**src/rtl/booth_pkg.sv**
```systemverilog
// -----------------------------------------------------------------------------
// booth_pkg
//   Shared types and helpers for the radix-4 Booth multiplier.
//   - state_e   : controller state encoding (IDLE / CALC / DONE)
//   - digit_t   : recoded Booth digit as {neg, two, zero}
//   - DIG_*     : the five legal digit encodings
//   - steps()   : number of radix-4 steps for a given operand width
// -----------------------------------------------------------------------------
package booth_pkg;

   typedef enum logic [1:0] {
      IDLE = 2'd0,
      CALC = 2'd1,
      DONE = 2'd2
   } state_e;

   // One recoded digit. zero overrides the other two fields; two selects
   // 2*mcand instead of mcand; neg subtracts instead of adds.
   typedef struct packed {
      logic neg;
      logic two;
      logic zero;
   } digit_t;

   localparam digit_t DIG_Z  = '{neg: 1'b0, two: 1'b0, zero: 1'b1};
   localparam digit_t DIG_P1 = '{neg: 1'b0, two: 1'b0, zero: 1'b0};
   localparam digit_t DIG_P2 = '{neg: 1'b0, two: 1'b1, zero: 1'b0};
   localparam digit_t DIG_M1 = '{neg: 1'b1, two: 1'b0, zero: 1'b0};
   localparam digit_t DIG_M2 = '{neg: 1'b1, two: 1'b1, zero: 1'b0};

   // Two multiplier bits per step, plus one extra step so the zero
   // extension bits of an unsigned multiplier are also consumed.
   function automatic int steps(input int width);
      return width / 2 + 1;
   endfunction

endpackage

```
**src/rtl/booth_r4_digit_enc.sv**
```systemverilog
// -----------------------------------------------------------------------------
// booth_r4_digit_enc
//   Combinational radix-4 Booth recoder: maps a 3-bit overlapping window of
//   the multiplier to a digit in {-2,-1,0,+1,+2}.
//   Ports:
//     bits_i  [2:0]  multiplier window {b(2i+1), b(2i), b(2i-1)}
//     neg_o          digit is negative
//     two_o          digit magnitude is 2
//     zero_o         digit is 0
// -----------------------------------------------------------------------------
module booth_r4_digit_enc
   import booth_pkg::*;
(
   input  logic [2:0] bits_i,
   output logic       neg_o,
   output logic       two_o,
   output logic       zero_o
);

   digit_t dig;

   always_comb begin
      dig = DIG_Z;
      case (bits_i)
         3'b001, 3'b010: dig = DIG_P1;
         3'b011:         dig = DIG_P2;
         3'b100:         dig = DIG_M2;
         3'b101, 3'b110: dig = DIG_M1;
         default:        dig = DIG_Z;   // 000 and 111
      endcase
   end

   assign neg_o  = dig.neg;
   assign two_o  = dig.two;
   assign zero_o = dig.zero;

endmodule

```
**src/rtl/booth_radix4_multiplier.sv**
```systemverilog
// -----------------------------------------------------------------------------
// booth_radix4_multiplier
//   Sequential radix-4 Booth multiplier, two multiplier bits per clock,
//   run-time signed/unsigned mode, start/done handshake.
//   Parameter:
//     WIDTH        operand width, even and >= 4
//   Ports:
//     clk          clock, rising edge
//     rst          asynchronous active-low reset
//     start        request a multiply (sampled in IDLE and DONE)
//     signed_mode  1 = two's complement operands, 0 = unsigned
//     multi        multiplicand  [WIDTH-1:0]
//     multiplier   multiplier    [WIDTH-1:0]
//     busy         high while in CALC
//     done         one-cycle pulse when product is valid
//     product      result [2*WIDTH-1:0], held until the next completion
//   Build option:
//     BOOTH_EARLY_TERM_EN  finish as soon as every remaining digit is zero.
// -----------------------------------------------------------------------------
module booth_radix4_multiplier
   import booth_pkg::*;
#(
   parameter int WIDTH = 8
) (
   input  logic               clk,
   input  logic               rst,
   input  logic               start,
   input  logic               signed_mode,
   input  logic [WIDTH-1:0]   multi,
   input  logic [WIDTH-1:0]   multiplier,
   output logic               busy,
   output logic               done,
   output logic [2*WIDTH-1:0] product
);

   localparam int PW = 2 * WIDTH;
   localparam int MW = WIDTH + 3;
   localparam int N  = steps(WIDTH);
   localparam int CW = $clog2(N);
   localparam logic [CW-1:0] LAST = CW'(N - 1);

   state_e          state_q,   state_d;
   logic [PW-1:0]   mcand_q,   mcand_d;
   logic [MW-1:0]   mplr_q,    mplr_d;
   logic [PW-1:0]   acc_q,     acc_d;
   logic [CW-1:0]   cnt_q,     cnt_d;
   logic [PW-1:0]   product_q, product_d;

   logic            dig_neg, dig_two, dig_zero;
   logic [PW-1:0]   mag;
   logic [PW-1:0]   acc_step;
   logic [MW-1:0]   mplr_step;
   logic            last_step;
   logic            ext;

   booth_r4_digit_enc u_enc (
      .bits_i (mplr_q[2:0]),
      .neg_o  (dig_neg),
      .two_o  (dig_two),
      .zero_o (dig_zero)
   );

   // Partial product for the current digit; the sum wraps modulo 2^PW,
   // which is exactly what the final product needs.
   always_comb begin
      mag = dig_two ? {mcand_q[PW-2:0], 1'b0} : mcand_q;
      if (dig_zero) mag = '0;
      acc_step  = dig_neg ? (acc_q - mag) : (acc_q + mag);
      mplr_step = {{2{mplr_q[MW-1]}}, mplr_q[MW-1:2]};
   end

`ifdef BOOTH_EARLY_TERM_EN
   // Once the shifted multiplier is all zeros or all ones, every further
   // window recodes to 0, so the accumulator is already final.
   assign last_step = (cnt_q == LAST) || (mplr_step == '0) || (&mplr_step);
`else
   assign last_step = (cnt_q == LAST);
`endif

   assign ext = signed_mode & multiplier[WIDTH-1];

   always_comb begin
      state_d   = state_q;
      mcand_d   = mcand_q;
      mplr_d    = mplr_q;
      acc_d     = acc_q;
      cnt_d     = cnt_q;
      product_d = product_q;

      case (state_q)
         IDLE, DONE: begin
            if (start) begin
               mcand_d = signed_mode ? {{WIDTH{multi[WIDTH-1]}}, multi}
                                     : {{WIDTH{1'b0}}, multi};
               mplr_d  = {ext, ext, multiplier, 1'b0};
               acc_d   = '0;
               cnt_d   = '0;
               state_d = CALC;
            end else begin
               state_d = IDLE;
            end
         end
         CALC: begin
            acc_d   = acc_step;
            mcand_d = {mcand_q[PW-3:0], 2'b00};
            mplr_d  = mplr_step;
            cnt_d   = cnt_q + CW'(1);
            if (last_step) begin
               product_d = acc_step;
               state_d   = DONE;
            end
         end
         default: state_d = IDLE;
      endcase
   end

   always_ff @(posedge clk or negedge rst) begin
      if (!rst) begin
         state_q   <= IDLE;
         mcand_q   <= '0;
         mplr_q    <= '0;
         acc_q     <= '0;
         cnt_q     <= '0;
         product_q <= '0;
      end else begin
         state_q   <= state_d;
         mcand_q   <= mcand_d;
         mplr_q    <= mplr_d;
         acc_q     <= acc_d;
         cnt_q     <= cnt_d;
         product_q <= product_d;
      end
   end

   assign busy    = (state_q == CALC);
   assign done    = (state_q == DONE);
   assign product = product_q;

endmodule

```
**config.mk**
```make
export PLATFORM = sky130hd
export DESIGN_NAME = booth_radix4_multiplier
export DESIGN_NICKNAME = d
export VERILOG_FILES = /design/src/rtl/booth_pkg.sv /design/src/rtl/booth_r4_digit_enc.sv /design/src/rtl/booth_radix4_multiplier.sv
export SDC_FILE = /design/constraint.sdc
export NUM_CORES = 1
export LEC_CHECK = 0
export ABC_AREA = 1
export ABC_CLOCK_PERIOD_IN_PS = 8400
export BUFFER_PORTS_ARGS = -buffer_cell sky130_fd_sc_hd__buf_2
export CELL_PAD_IN_SITES_DETAIL_PLACEMENT = 1
export CELL_PAD_IN_SITES_GLOBAL_PLACEMENT = 1
export CORE_MARGIN = 2
export CORE_UTILIZATION = 40
export DETAILED_ROUTE_END_ITERATION = 6
export PLACE_DENSITY_LB_ADDON = 0.3
export SYNTH_ARGS = -nofsm -noshare
export SYNTH_HDL_FRONTEND = slang
export SYNTH_HIERARCHICAL = 1
export SYNTH_SLANG_ARGS = --single-unit
```
**constraint.sdc**
```tcl
create_clock -name clk -period 8.4 [get_ports clk]
set_clock_uncertainty 0.05 [all_clocks]
set_input_delay 0.42 -clock clk [delete_from_list [all_inputs] [get_ports clk]]
set_output_delay 0.42 -clock clk [all_outputs]
set_load 0.01 [all_outputs]
```
== Word level (Yosys, flattened, before mapping) ==
Cells that the tools add are included.
Storage, ports and cells
  bits in registers: 64
  output and inout port bits: 18
  logic and storage cells: 47
Cells by class
  add/subtract/negate cells: 3
  eq/ne operators: 11
  mux-type cells: 16
  bitwise logic cells: 2
  reduce and logical (&&, ||, !) cells: 8
Operators by type and width (number)
  16-bit 2-to-1 mux: 6
  16-bit case mux with 2 select lines: 2
  11-bit case mux with 2 select lines: 1
  16-bit adder: 1
  16-bit subtractor: 1
  3-bit equality test (second input constant): 4
  3-bit case mux with 4 select lines: 1
  11-bit 2-to-1 mux: 1
  3-bit by 2-bit equality test with 1-bit output (second input constant): 2
  3-bit case mux with 2 select lines: 1
  2-bit OR reduction: 3
  2-bit case mux with 2 select lines: 1
  2-bit AND reduction: 2
  3-bit by 1-bit adder with 3-bit output (second input constant): 1
  3-bit by 1-bit equality test with 1-bit output (second input constant): 1
  3-bit 2-to-1 mux: 1
  3-bit AND reduction: 1
  2-bit by 1-bit equality test with 1-bit output (second input constant): 1
  2-bit equality test (second input constant): 1
  2-bit zero test: 1
  2-bit 2-to-1 mux: 1
  2-bit by 1-bit inequality test with 1-bit output (second input constant): 1
  2-bit inequality test (second input constant): 1
  2-bit nonzero test: 1
  3 further kinds: 3

== Depth between registers and ports, before layout ==
Gate-level depths: netlist of the first run.
  word-level depth: 8
  gate-level depth with buffers: 26
  depth with buffers taken out: 24

== Modules after synthesis ==
Netlist of the first run, hierarchy kept.
Modules (own cells, without submodules)
  booth_radix4_multiplier: instances 1, cells each 508, area each 4082.7 µm², seq. area each 1601.5 µm²
  booth_r4_digit_enc: instances 1, cells each 8, area each 36.3 µm², seq. area each 0.0 µm²

== Least setup slack after synthesis of the first run ==
No wires, ideal clock.
  path type: reg-to-reg
  from: register mplr_q[0]
  to: register acc_q[9]
  data arrival time: 2.985 ns
  data required time: 8.233 ns
  setup slack: 5.248 ns
  cell stages (with the launch flop): 19
  period minus slack after synthesis: 3.152 ns
  path through: dfrtp_1 a21oi_2 nor2_1 nor3_2 inv_1 ha_1 nand3_1 nor3_2 nor2_2 xnor2_1 inv_1 ha_1 a21oi_1 o21ai_0 inv_1 o211ai_1 or2_2 nand3_1 nand2_1
On the way
  elaborated cells between the ends (all ways): 15
  those cells by class: add/sub: 2; eq/ne: 6; mux: 5; reduce/logical: 2
RTL lines
  from (decl): RTL line booth_radix4_multiplier.sv:44  | logic [MW-1:0] mplr_q, mplr_d;
  from (signal assigned): RTL line booth_radix4_multiplier.sv:128  | mplr_q <= mplr_d;
  3-bit equality test (tied with other cells): RTL line booth_r4_digit_enc.sv:24  | case (bits_i)
  2-bit OR reduction: RTL line booth_r4_digit_enc.sv:24
  3-bit case mux with 4 select lines (*): RTL line booth_r4_digit_enc.sv:24
  named net dig_neg: RTL line booth_radix4_multiplier.sv:49  | logic dig_neg, dig_two, dig_zero;
  16-bit 2-to-1 mux (*): RTL line booth_radix4_multiplier.sv:68  | acc_step = dig_neg ? (acc_q - mag) : (acc_q + mag);
  16-bit case mux with 2 select lines (*): RTL line booth_radix4_multiplier.sv:90  | case (state_q)
  to (signal assigned): RTL line booth_radix4_multiplier.sv:122  | acc_q <= '0;
  to (signal assigned): RTL line booth_radix4_multiplier.sv:129  | acc_q <= acc_d;
  to (decl): RTL line booth_radix4_multiplier.sv:45  | logic [PW-1:0] acc_q, acc_d;
The timed path passes the listed nets; every way through them passes the cells marked *.
A chain may end at the register's enable or synchronous reset.

== Worst setup path after layout of the first run ==
  from: register mplr_q[1]
  to: register product_q[13] (netlist: product[13])
On the way
  cells in the longest elaborated chain, start to end: 7
  elaborated cells between the ends (all ways): 14
  those cells by class: add/sub: 2; eq/ne: 6; mux: 4; reduce/logical: 2
Ends and longest elaborated chain
  3-bit equality test (tied with other cells): RTL line booth_r4_digit_enc.sv:24
  2-bit OR reduction: RTL line booth_r4_digit_enc.sv:24
  3-bit case mux with 4 select lines (*): RTL line booth_r4_digit_enc.sv:24
  named net dig_two: RTL line booth_radix4_multiplier.sv:49
  16-bit 2-to-1 mux (*): RTL line booth_radix4_multiplier.sv:66  | mag = dig_two ? {mcand_q[PW-2:0], 1'b0} : mcand_q;
  16-bit 2-to-1 mux (*): RTL line booth_radix4_multiplier.sv:67  | if (dig_zero) mag = '0;
  16-bit adder / 16-bit subtractor (equally long branches): RTL line booth_radix4_multiplier.sv:68
  16-bit 2-to-1 mux (*): RTL line booth_radix4_multiplier.sv:68
  to (signal assigned): RTL line booth_radix4_multiplier.sv:131  | product_q <= product_d;
  to (decl): RTL line booth_radix4_multiplier.sv:47  | logic [PW-1:0] product_q, product_d;
Marked as above.

==> reports/results.ini, run 1 <==
[die]
core_sq_mm = 0.01014
die_area_sq_mm = 0.01113
ioPinCount = 38
fp-row-count = 37
die_w_um = 105.5
initial_core_util_pct = 40.63
die_h_um = 105.5

[grt]
grtUsageTotal_pct = 20.58
gr-total-overflow = 0
antenna_found_initial = 0
grt_max_degree = 65
grt_pass1_wl_mm = 18.29
grt_pass1_vias = 3814

[worst_hold_path]
hold_path_class = in2async

[synthesis]
synth-seq-cells = 64
synth_async_sr_flop_share_pct = 100.0
syn_avg_cell_area_sq_um = 7.982
yosysTopAreaCell = dfrtp_1
synth_area_sq_mm = 0.004119
synthTopCellsByArea = dfrtp_1, nand2_1, inv_1
synth_edf_count = 0
synth_cells = 516
syn-num-nets = 555
synth_cell_types = 46
yosysTopAreaCellShare_pct = 38.88
synth-main-ff-cell = dfrtp_1
synth_seq_area_share_pct = 38.88
yosysWarnings = 6

[setup_path]
path_cells = nor2_1, nand2_1, nand2_1, inv_6, nand2_1, nand3_1, ha_1, nand3_1, nor3_2, nor2_2, xnor2_1, inv_1, ha_1, a21oi_1, o21ai_0, a211oi_1, nand3_1, nand3_1, nand2_1
critPathSlowestCell = nand2_1
cpPeakStageDelay_ns = 0.50
r2r_start = mplr_q[1]
crit_type = reg2reg
path_buf_inv = 2
crit_path_max_fanout = 18
critPathTopFamily = simple AND/OR/NAND/NOR gates
worst_setup_path_end_kind = flip-flop
start_kind = flip-flop
cp.arrival_ns = 4.16
worstPathRequired_ns = 8.59
startpoint = mplr_q[1]

[timing]
worst_slew_pin_slew_ns = 0.8452
maxSlewHeadroom_pct = 43.52
min_period_ns = 3.967
final_max_slew_viol_count = 0
max_freq_ghz = 0.2521
rsz0062_at_grt = false
setup_violations = 0
finalCritPeriodShare_pct = 47.22
hold_viol = 0
setup_tns_ns = 0

[finish]
final_cell_mix = nand2_1, inv_1, dfrtp_1
nFillCells = 1283
layout.cells.most_common = nand2_1
drive_gt1_share_pct = 17.15
syn_to_final_growth_pct = 10.87
nets = 588
multi_input_area_sq_mm = 0.002136
n_antenna_cell = 0
regArea_sq_mm = 0.001602

[drt]
initialDrtViolationCount = 123
top_layer_used = met4
route.met3.wl_um = 264
routed_wl_mm = 10.61
drtPass1Iterations = 4
vias = 3560
wl_met2_mm = 5.302
wire_per_inst_um = 15.38
met1_length_mm = 4.921
drc = 0
routed_via_density = 5.159
detail-route-antenna-nets = 0

[clock_tree]
post_cts.repair.setup_buffers = 0
clk_pin_slew_worst_paths_ns = 0.08
cts.repair.resized = 0
cts_tree = built
postCtsHoldBufs = 0
cts_sinks = 64
htreeDepth = 3
clkLatencyLatePin_ns = 0.36
ctsRootBufferMaster = clkbuf_8
numCtsBuffers = 9
clock_tree.buffer_depth = 2

[placement]
portBuffers = 37
place_hpwl_mm = 7.831
place_congestion = 0.8357

[job]
maxCapViolations = 0

[status]
status = complete, no violations

==> flip-flops by register name (all words and copies together) (netlist names) <==
register and flops:
cnt_q 3, acc_q 16, state_q 2, mplr_q 11
product 16, mcand_q 16
==> metrics by stage <==
| step | cells | area, sq um | hold slack (ns) | utilization [%] | setup WS (ns) |
|---|---|---|---|---|---|
| after floorplan | 516 | 4119 | 0.07441 | - | 5.248 |
| after global placement | 674 | 4360 | 0.4100 | 43.01 | 4.572 |
| after detailed placement | 674 | 4360 | 0.4127 | 43.01 | 4.462 |
| after CTS | 690 | 4567 | 0.2153 | 45.05 | 4.392 |
| after global routing | 690 | 4567 | 0.2451 | 45.05 | 4.074 |
| final | 690 | 4567 | 0.1942 | 45.05 | 4.433 |
==> worst paths after layout <==
check	end	slack [ns]	depth (start not counted)
min	mcand_q[12]	0.19	2
min in group clk	mcand_q[0]	0.22	3
min reg2reg	product[14]	0.43	2
max	product[13]	4.43	19
max in group asynchronous	acc_q[7]	7.54	2
max reg2reg	product[13]	4.43	19
==> kinds of logic after synthesis <==
kind of cell             after synthesis  share of synthesized area, %
AO/OA/AOI/OAI                         87                         13.30
XOR/XNOR                              20                         4.253
adder cells (fa/ha/maj)               19                         5.954
buffers and inverters                 84                         9.265
flip-flops                            64                         38.88
AND/OR/NAND/NOR                      242                         28.34
==> routing by layer <==
metal,track usage [%],vias to the layer above
li1,-,1773
met3,3.711,9
met2,36.41,42
met1,25.81,1736
met5,0,-
met4,5.238,0
==> layout make-up <==
class	instances	area share (%)
clock buffers	11	3.315
clock inverters	5	1.205
inverters	68	5.699
multi-input cells	368	46.77
flip-flops and latches	64	35.07
well taps	136	3.726
repair buffers	38	4.219
==> cells in the mapped netlist, types with 2 or more instances <==
| cell type | number |
|---|---|
| o21ai_1 | 3 |
| buf_12 | 2 |
| nand2_2 | 11 |
| nand4_1 | 4 |
| nor2_2 | 6 |
| o211ai_1 | 4 |
| o221ai_1 | 8 |
| nand3_2 | 10 |
| xnor2_1 | 10 |
| nand3b_1 | 3 |
| nor3_1 | 13 |
| a221oi_1 | 10 |
| nand3_1 | 36 |
| a31oi_1 | 2 |
| buf_6 | 2 |
| xor2_1 | 10 |
| clkbuf_1 | 7 |
| o21bai_1 | 2 |
| inv_1 | 64 |
| dfrtp_1 | 64 |
| a21oi_1 | 17 |
| nand2_1 | 131 |
| a211oi_1 | 2 |
| nor2_4 | 4 |
| buf_2 | 3 |
| o22ai_1 | 3 |
| inv_2 | 3 |
| nor3_2 | 2 |
| nor2_1 | 17 |
| o21ai_0 | 30 |
| ha_1 | 18 |
Power of run 1 is not shown: default switching activity piles up to over one toggle a cycle in this logic, so the estimate is an artifact.
==> run 2, diff against run 1 <==
ABC_AREA = 0   (was 1)
ABC_CLOCK_PERIOD_IN_PS = 3400   (was 8400)
clock period = 3.4 ns   (was 8.4 ns; I/O delays follow)
==> run 2 against run 1 <==
The flow now finishes with violations (setup timing). Die area increased by 1.1%. Routed wire length increased by 29%. Design area increased by 22%. Area after synthesis increased by 1.1%. Register-to-register slack got worse by 4.6 ns. Critical endpoint is now product[11].
==> reports/results.ini, run 2 <==
[timing]
worst_slack_ns = -0.2008
setup_violations = 13
maxSlewHeadroom_pct = 52.11
hold_viol = 0
setup_tns_ns = -1.600
max_freq_ghz = 0.2777
final_max_slew_viol_count = 0
worst_slew_pin_slew_ns = 0.7176
rsz0062_at_grt = true
finalCritPeriodShare_pct = 105.9
min_period_ns = 3.601

[synthesis]
yosysTopAreaCell = dfrtp_1
syn-num-nets = 510
synthTopCellsByArea = dfrtp_1, nand2_1, ha_1
yosysTopAreaCellShare_pct = 38.45
synth-seq-cells = 64
synth_cell_types = 67
synth_edf_count = 0
yosysWarnings = 6
synth-main-ff-cell = dfrtp_1
synth_async_sr_flop_share_pct = 100.0
yosysMostFrequentCell = nand2_1
synth_area_sq_mm = 0.004165
synth_cells = 471
syn_avg_cell_area_sq_um = 8.843
synthTopCellsByCount = nand2_1, dfrtp_1, o21ai_0
synth_seq_area_share_pct = 38.45

[setup_path]
path_cells = nand2b_4, o22ai_4, buf_4, buf_8, nand2_1, a31o_2, buf_4, nor2_1, xnor2_1, ha_1, buf_4, a211o_1, o22a_1, xor2_2, mux2_2
worst_r2r_path_depth = 15
cpMostUsedCell = buf_4
timing.rr.end = product[11]
path_buf_inv = 4
worstPathRequired_ns = 3.61
cp.arrival_ns = 3.81
r2r_start = mplr_q[0]
worst_setup_path_end_kind = flip-flop
critPathSlowestCell = dfrtp_1
cpPeakStageDelay_ns = 0.43
crit_path_max_fanout = 11
critPathTopFamily = compound AO/OA/AOI/OAI gates
crit_type = reg2reg
r2r_slack_ns = -0.20
start_kind = flip-flop

[worst_hold_path]
hp-start = multi[2]
hold_path_class = in2reg
whs_path_depth = 3
hold_end = mcand_q[2]

[die]
die_h_um = 106.0
die_w_um = 106.0
die_area_sq_mm = 0.01125
core_sq_mm = 0.01023
ioPinCount = 38
initial_core_util_pct = 40.71
fp-row-count = 37

[clock_tree]
clock_tree.buffer_depth = 2
ctsRootBufferMaster = clkbuf_8
htreeDepth = 3
cts_tree = built
clk_pin_slew_worst_paths_ns = 0.08
cts_sinks = 64
numCtsBuffers = 9
clkLatencyLatePin_ns = 0.37

[status]
status = finished with violations
violations = setup timing

[finish]
n_antenna_cell = 0
syn_to_final_growth_pct = 33.73
layout.cells.most_common = buf_4
final_cells = 718
final_cell_mix = buf_4, nand2_1, dfrtp_1
nets = 616
drive_gt1_share_pct = 34.36

[grt]
grt_pass1_vias = 4260
gr-total-overflow = 0
grt_pass1_wl_mm = 21.31
grtUsageTotal_pct = 24.24
antenna_found_initial = 0
grt_max_degree = 39

[drt]
initialDrtViolationCount = 124
routed_via_density = 5.692
vias = 4087
drtPass1Iterations = 4
drc = 0
wire_per_inst_um = 19.09
routed_wl_mm = 13.71
detail-route-antenna-nets = 0

[placement]
portBuffers = 37
place_hpwl_mm = 9.142
place_congestion = 0.9180
dp.cells = 679

[job]
maxCapViolations = 0

[run 2: cells by family after synthesis]
family,Yosys count,share of synthesized area (%)
and+or+nand+nor,165,18.86
AOI/OAI and AO/OA,141,22.44
DFF,64,38.45
buffers and inverters,43,5.376
muxes,22,5.407
adders and majority gates,19,5.888
xor gates and xnor gates,17,3.575
[run 2: worst max path at each step]
stage                         start           to  slack (ns)  depth (start not counted)
final                     mplr_q[0]  product[11]       -0.20                         15
after floorplan           mplr_q[0]    acc_q[14]       -0.10                         14
after global routing      mplr_q[1]    acc_q[13]       -0.40                         17
after CTS                 mplr_q[0]  product[11]       -0.14                         15
after global placement    mplr_q[0]    acc_q[14]       -0.09                         13
after detailed placement  mplr_q[1]    acc_q[14]       -0.25                         14
[run 2: cell type report]
type	instances	area, sq um
inverter	16	60.06
clock buffer	14	182.7
tap	136	170.2
fill	1190	4661
timing repair buffer	122	854.6
clock inverter	2	35.03
multi-input combinational	364	2665
sequential	64	1603
[run 2: routing by layer]
| metal | global-route usage, % | up-vias | part of all wire (%) |
|---|---|---|---|
| met5 | 0 | - | 0 |
| met4 | 9.680 | 0 | 1.6 |
| met3 | 4.231 | 22 | 3.2 |
| met2 | 42.49 | 71 | 52 |
| met1 | 29.55 | 2089 | 44 |
| li1 | - | 1905 | - |
[run 2: metrics by stage]
stage,util (%),setup WS [ns],hold WS [ns],cell area [sq um]
finish,54.45,-0.2008,0.04042,5570
global route,54.45,-0.4018,0.03765,5570
CTS,51.44,-0.1372,0.03222,5263
detailed placement,47.79,-0.2491,0.1526,4890
global placement,47.79,-0.08552,0.1481,4890
floorplan,-,-0.1050,-0.1756,4242
[run 2: repair_timing]
| item | CTS | global route |
|---|---|---|
| setup endpoints to repair | 16 | 22 |
| hold buffers | 5 | 0 |
| pin swaps | 23 | 16 |
| endpoints found under the hold margin | 27 | 0 |
| resized for setup | 15 | 43 |
| buffers inserted | 5 | 13 |
[run 2: worst reg2reg max path, stage by stage (launching register included)]
cell	delay [ns]
dfrtp_1	0.43
nand2b_4	0.17
o22ai_4	0.19
buf_4	0.17
buf_8	0.12
nand2_1	0.11
a31o_2	0.28
buf_4	0.14
nor2_1	0.12
xnor2_1	0.18
ha_1	0.32
buf_4	0.16
a211o_1	0.29
o22a_1	0.25
xor2_2	0.23
mux2_2	0.28
Power of run 2 is left out for the same reason.
